## src/rtl/fir_mac_arbiter.sv

```systemverilog
// fir_mac_arbiter: round-robin arbitration of NREQ FIR requesters onto one pipelined
// multiply / dequantize / accumulate unit, with result writeback to the owner's FIFO.
module fir_mac_arbiter #(
    parameter int DATA_SIZE = 32,
    parameter int NREQ      = 2,
    parameter int DEQ_SHIFT = 10
) (
    input  logic                           clock,
    input  logic                           reset,
    input  logic [NREQ-1:0]                req,
    input  logic [NREQ-1:0]                last,
    input  logic [NREQ-1:0][DATA_SIZE-1:0] a_in,
    input  logic [NREQ-1:0][DATA_SIZE-1:0] b_in,
    output logic [NREQ-1:0]                gnt,
    input  logic [NREQ-1:0]                res_full,
    output logic [NREQ-1:0]                res_valid,
    output logic [DATA_SIZE-1:0]           res_dout,
    output logic                           busy
);
    localparam int OW = (NREQ > 1) ? $clog2(NREQ) : 1;
    localparam int PW = 2 * DATA_SIZE;

    typedef enum logic [1:0] {IDLE, BURST, DRAIN, WRITE} state_t;

    state_t               r_state, w_next;
    logic [OW-1:0]        r_owner, r_rr_ptr, w_pick;
    logic                 r_dcnt, r_pv, w_take, w_wr;
    logic [PW-1:0]        r_prod, w_mag;
    logic [DATA_SIZE-1:0] r_acc, w_sh, w_dq;
    logic signed [PW-1:0] w_a, w_b;
    logic [NREQ-1:0]      w_own;

    assign w_own  = NREQ'(1) << r_owner;
    assign w_take = (r_state == BURST) && req[r_owner];
    assign w_wr   = (r_state == WRITE) && !res_full[r_owner];
    assign w_a    = PW'($signed(a_in[r_owner]));
    assign w_b    = PW'($signed(b_in[r_owner]));
    // Shift the magnitude so negative products truncate toward zero.
    assign w_mag  = r_prod[PW-1] ? -r_prod : r_prod;
    assign w_sh   = DATA_SIZE'(w_mag >> DEQ_SHIFT);
    assign w_dq   = r_prod[PW-1] ? -w_sh : w_sh;

    assign gnt       = (r_state == BURST) ? w_own : '0;
    assign res_valid = w_wr ? w_own : '0;
    assign res_dout  = w_wr ? r_acc : '0;
    assign busy      = (r_state != IDLE);

    // Descending scan so the requester closest above rr_ptr is the last to overwrite.
    always_comb begin
        w_pick = r_rr_ptr;
        for (int k = NREQ - 1; k >= 0; k--)
            if (req[(int'(r_rr_ptr) + k) % NREQ])
                w_pick = OW'((int'(r_rr_ptr) + k) % NREQ);
    end

    always_comb begin
        w_next = r_state;
        case (r_state)
            IDLE:    w_next = (|req) ? BURST : IDLE;
            BURST:   w_next = (w_take && last[r_owner]) ? DRAIN : BURST;
            DRAIN:   w_next = r_dcnt ? WRITE : DRAIN;
            WRITE:   w_next = res_full[r_owner] ? WRITE : IDLE;
            default: w_next = IDLE;
        endcase
    end

    always_ff @(posedge clock or negedge reset) begin
        if (!reset)
            r_state <= IDLE;
        else
            r_state <= w_next;
    end

    always_ff @(posedge clock or negedge reset) begin
        if (!reset) begin
            r_owner  <= '0;
            r_rr_ptr <= '0;
            r_dcnt   <= 1'b0;
            r_pv     <= 1'b0;
            r_prod   <= '0;
            r_acc    <= '0;
        end else begin
            r_pv   <= w_take;
            r_prod <= w_take ? w_a * w_b : r_prod;
            r_dcnt <= (r_state == DRAIN) && !r_dcnt;
            if (r_state == IDLE && |req) begin
                r_owner <= w_pick;
                r_acc   <= '0;
            end else if (r_pv)
                r_acc <= r_acc + w_dq;
            if (w_wr)
                r_rr_ptr <= (r_owner == OW'(NREQ - 1)) ? '0 : r_owner + OW'(1);
        end
    end
endmodule

```

## config.mk

```make
export PLATFORM = sky130hd
export DESIGN_NAME = fir_mac_arbiter
export DESIGN_NICKNAME = d
export VERILOG_FILES = /design/src/rtl/fir_mac_arbiter.sv
export SDC_FILE = /design/constraint.sdc
export NUM_CORES = 2
export LEC_CHECK = 0
export BUFFER_PORTS_ARGS = -buffer_cell sky130_fd_sc_hd__buf_2
export CORE_MARGIN = 1.5
export CORE_UTILIZATION = 48
export CTS_CLUSTER_SIZE = 16
export DETAILED_ROUTE_END_ITERATION = 8
export GPL_TIMING_DRIVEN = 0
export PLACE_DENSITY = 0.66
export SETUP_SLACK_MARGIN = 0.15
export SLEW_MARGIN = 20
export SYNTH_ARGS = -nofsm -noshare
export SYNTH_HDL_FRONTEND = slang
export SYNTH_SLANG_ARGS = --single-unit
```

## constraint.sdc

```tcl
create_clock -name clock -period 12.89 [get_ports clock]
set_input_delay 2.578 -clock clock [delete_from_list [all_inputs] [get_ports clock]]
set_output_delay 2.578 -clock clock [all_outputs]
set_load 0.1 [all_outputs]
```

==> run metrics <==
Post-synth ARST share=100%; first drt pass iteration count=6; Final nets=roughly 6300; synthesized area per cell=~9 um2; initial drt markers=about 3400; Final ANT Viol Nets=0; CP startpoint=a_in[63]; top post-synthesis cells by count=fa_1, inv_1, nand2_1; Congestion Overflow GR=0; initial antenna violation count=5; via count=roughly 35000; setup tns final=0 ns; Die X=approximately 300 um; final hold violation count=0; Post-synth top flop=dfrtp_1; post-synth top area share=just over 50%; Filler Cell Count=between 8000 and 9000; layout cell share with drive strength beyond 1=between 6 and 7%; most common cell in the netlist=fa_1; TritonCTS clock tree=yes; measured slew at the worst slew-check pin=roughly 1.4 ns; Yosys top cell by area=fa_1; CP Class=input pin to flop; final WL=between 150000 and 200000 um; area of the multi-input gates=~0.035 mm2; slowest cell delay on critical path=about 0.96 ns; period utilization=a little over nine tenths; Worst EP required=about 13 ns; initial cell density of the core=between 40% and 50%; Skew-Pair Late Insertion Delay=between 0.3 and 0.4 ns; Hold Slack=~0.48 ns; CP arrival=between 10 and 15 ns; number of enable flip-flop cells after synthesis=0; GP Congestion=between 1 and 1.5; Crit. End Element=flop; largest net degree at the start of global routing=57; Synth cell types=73; Setup crit end=r_prod[63]$_DFFE_PN0P_; slew margin rel.=under 10%; core occupancy in the finished layout=51.8%; Rows=roughly 110; clk buf depth=2; Cells after Synth=between 4000 and 5000; reg2reg setup slack=1.05 ns; Top-Level Pins=173; Max Cap Viol=0; Area Overhead vs Synth=7.17%; CP max stage cell=fa_1; status=completed; detailed placer's ending HPWL=~140000 um; Critical R2R Launch=r_owner$_DFFE_PN0P_; Setup violations, final=0; final critical-path required period=12.42 ns; core box area=between 0.08 and 0.09 mm2; first-pass GRT wire length=about 240000 um; H-tree levels=3; CP max FO=10; clk sink count=81; most frequent CP cell=fa_1; residual DRC count=0; pins over their slew limit=0; RSZ-0062 raised after global routing=no; Clock Skews=0.00790 ns; FF+latch count, synth=approximately 80; die height=298 um; Seq/Total Area, Yosys=approximately 4.9%; sequential cell area=0.00203 mm2; post-DR wirelength/cell=around 28 um; number of global-route vias before repair=35700; DIE AREA=between 0.08 and 0.09 mm2; f_max=about 81 MHz; Cell Area, Synth=approximately 0.042 mm2; largest cells by area after synthesis=fa_1, inv_1, ha_1; CTS root buf=clkbuf_16; syn_nets=~6100; gr usage total=between 30% and 40%; Worst R2R End=r_prod[63]$_DFFE_PN0P_; Yosys warnings=0; DR vias/cell=~5.7; clock-pin slew on the worst setup and hold paths=around 0.06 ns; CTS buffer count=9; Hold Crit Class=flop to flop; critical path launch point type=input pin; R2R cell count=28; # port buffers=approximately 170
## what timing repair did
action | in CTS | in global routing
gates cloned | 0 | 0
hold buffers | 0 | 0
setup buffers | 0 | 0
gates resized for setup | 1 | 3
endpoints found under the hold margin | 0 | 0
endpoints found under the setup margin | 1 | 1
## critical path, delay by kind of cell
kind / cells / cell delay (ns)
and+or+nand+nor: 2 / 0.46
adders and majority gates: 9 / 5.09
AOI/OAI and AO/OA: 8 / 2.15
muxes: 1 / 0.66
buffers and inverters: 6 / 1.68
## through the flow
| stage | cells | setup WS (ns) | area [um2] |
|---|---|---|---|
| 3_3_place_gp | 6005 | -0.688 | 44100 |
| 6_report | 6039 | 0.473 | 44800 |
| 5_1_grt | 6034 | 0.322 | 44800 |
| 3_5_place_dp | 6017 | -0.260 | 44400 |
| 2_1_floorplan | 4678 | 2.76 | 41800 |
| 4_1_cts | 6033 | 0.361 | 44700 |
## how the worst min path moves through the flow
| stage | depth (start not counted) | end | start |
|---|---|---|---|
| 2_1_floorplan | 1 | r_rr_ptr$_DFFE_PN0P_ | r_rr_ptr$_DFFE_PN0P_ |
| 3_3_place_gp | 1 | r_rr_ptr$_DFFE_PN0P_ | r_rr_ptr$_DFFE_PN0P_ |
| 3_5_place_dp | 1 | r_rr_ptr$_DFFE_PN0P_ | r_rr_ptr$_DFFE_PN0P_ |
| 4_1_cts | 1 | r_rr_ptr$_DFFE_PN0P_ | r_rr_ptr$_DFFE_PN0P_ |
| 5_1_grt | 1 | r_rr_ptr$_DFFE_PN0P_ | r_rr_ptr$_DFFE_PN0P_ |
| 6_report | 1 | r_rr_ptr$_DFFE_PN0P_ | r_rr_ptr$_DFFE_PN0P_ |
## sequential cells by signal, indices dropped and copies added, names as in the netlist
signal	count
r_acc	32
r_prod	43
r_pv	1
r_state	2
r_dcnt	1
r_owner	1
r_rr_ptr	1
## routing by layer
layer / up-vias / routed length (um) / global-route usage (%)
li1: 14300 / - / -
met1: 17600 / 61500 / 48.7
met2: 2060 / 71400 / 56.2
met3: 564 / 19600 / 12.0
met4: 6 / 14300 / 25.9
met5: - / 166 / 0
## cell type report
class	instances	area share (%)
repair buffers	185	2.33
clock buffers	10	0.534
well taps	1155	3.23
clock inverters	6	0.162
multi-input cells	3328	78.5
inverters	1065	8.93
diodes	5	0.0279
plain buffers	204	1.79
flip-flops and latches	81	4.53
## logic make-up (layout without fill, tap and decap cells)
group                    Yosys count  in the layout  synth area share (%)
AO/OA/AOI/OAI                    316            316                  5.02
XOR/XNOR                          92             92                  1.93
adder cells (fa/ha/maj)         1299           1299                  58.4
buffers and inverters           1269           1470                  11.4
flip-flops                        81             81                  4.85
multiplexers                     147            147                  3.71
other                              0              5                     0
AND/OR/NAND/NOR                 1474           1474                  14.7
## layout by cell type (no fill, tap or decap), types with 9 or more instances in the layout
cell / count
fa_1: 1083
inv_1: 1063
nand2_1: 669
nor2_1: 563
ha_1: 216
buf_2: 180
clkbuf_1: 167
dfrtp_1: 81
a21oi_1: 78
o21ai_0: 65
mux2_2: 63
xnor2_1: 63
mux2i_1: 52
nor3_1: 46
and2_1: 41
nand3_1: 40
a21o_1: 37
xor2_1: 29
mux2i_2: 28
nand4_1: 17
o31ai_1: 17
a211oi_1: 17
clkbuf_2: 15
o21a_1: 14
or3_1: 13
and3_1: 13
buf_1: 12
nor4_1: 12
o211ai_1: 11
nor3b_1: 11
o21bai_1: 10
buf_6: 9
clkbuf_16: 9
Power is left out: the tool's default activity adds up to more than one toggle a clock period on the data nets, which glitch-free logic cannot reach.
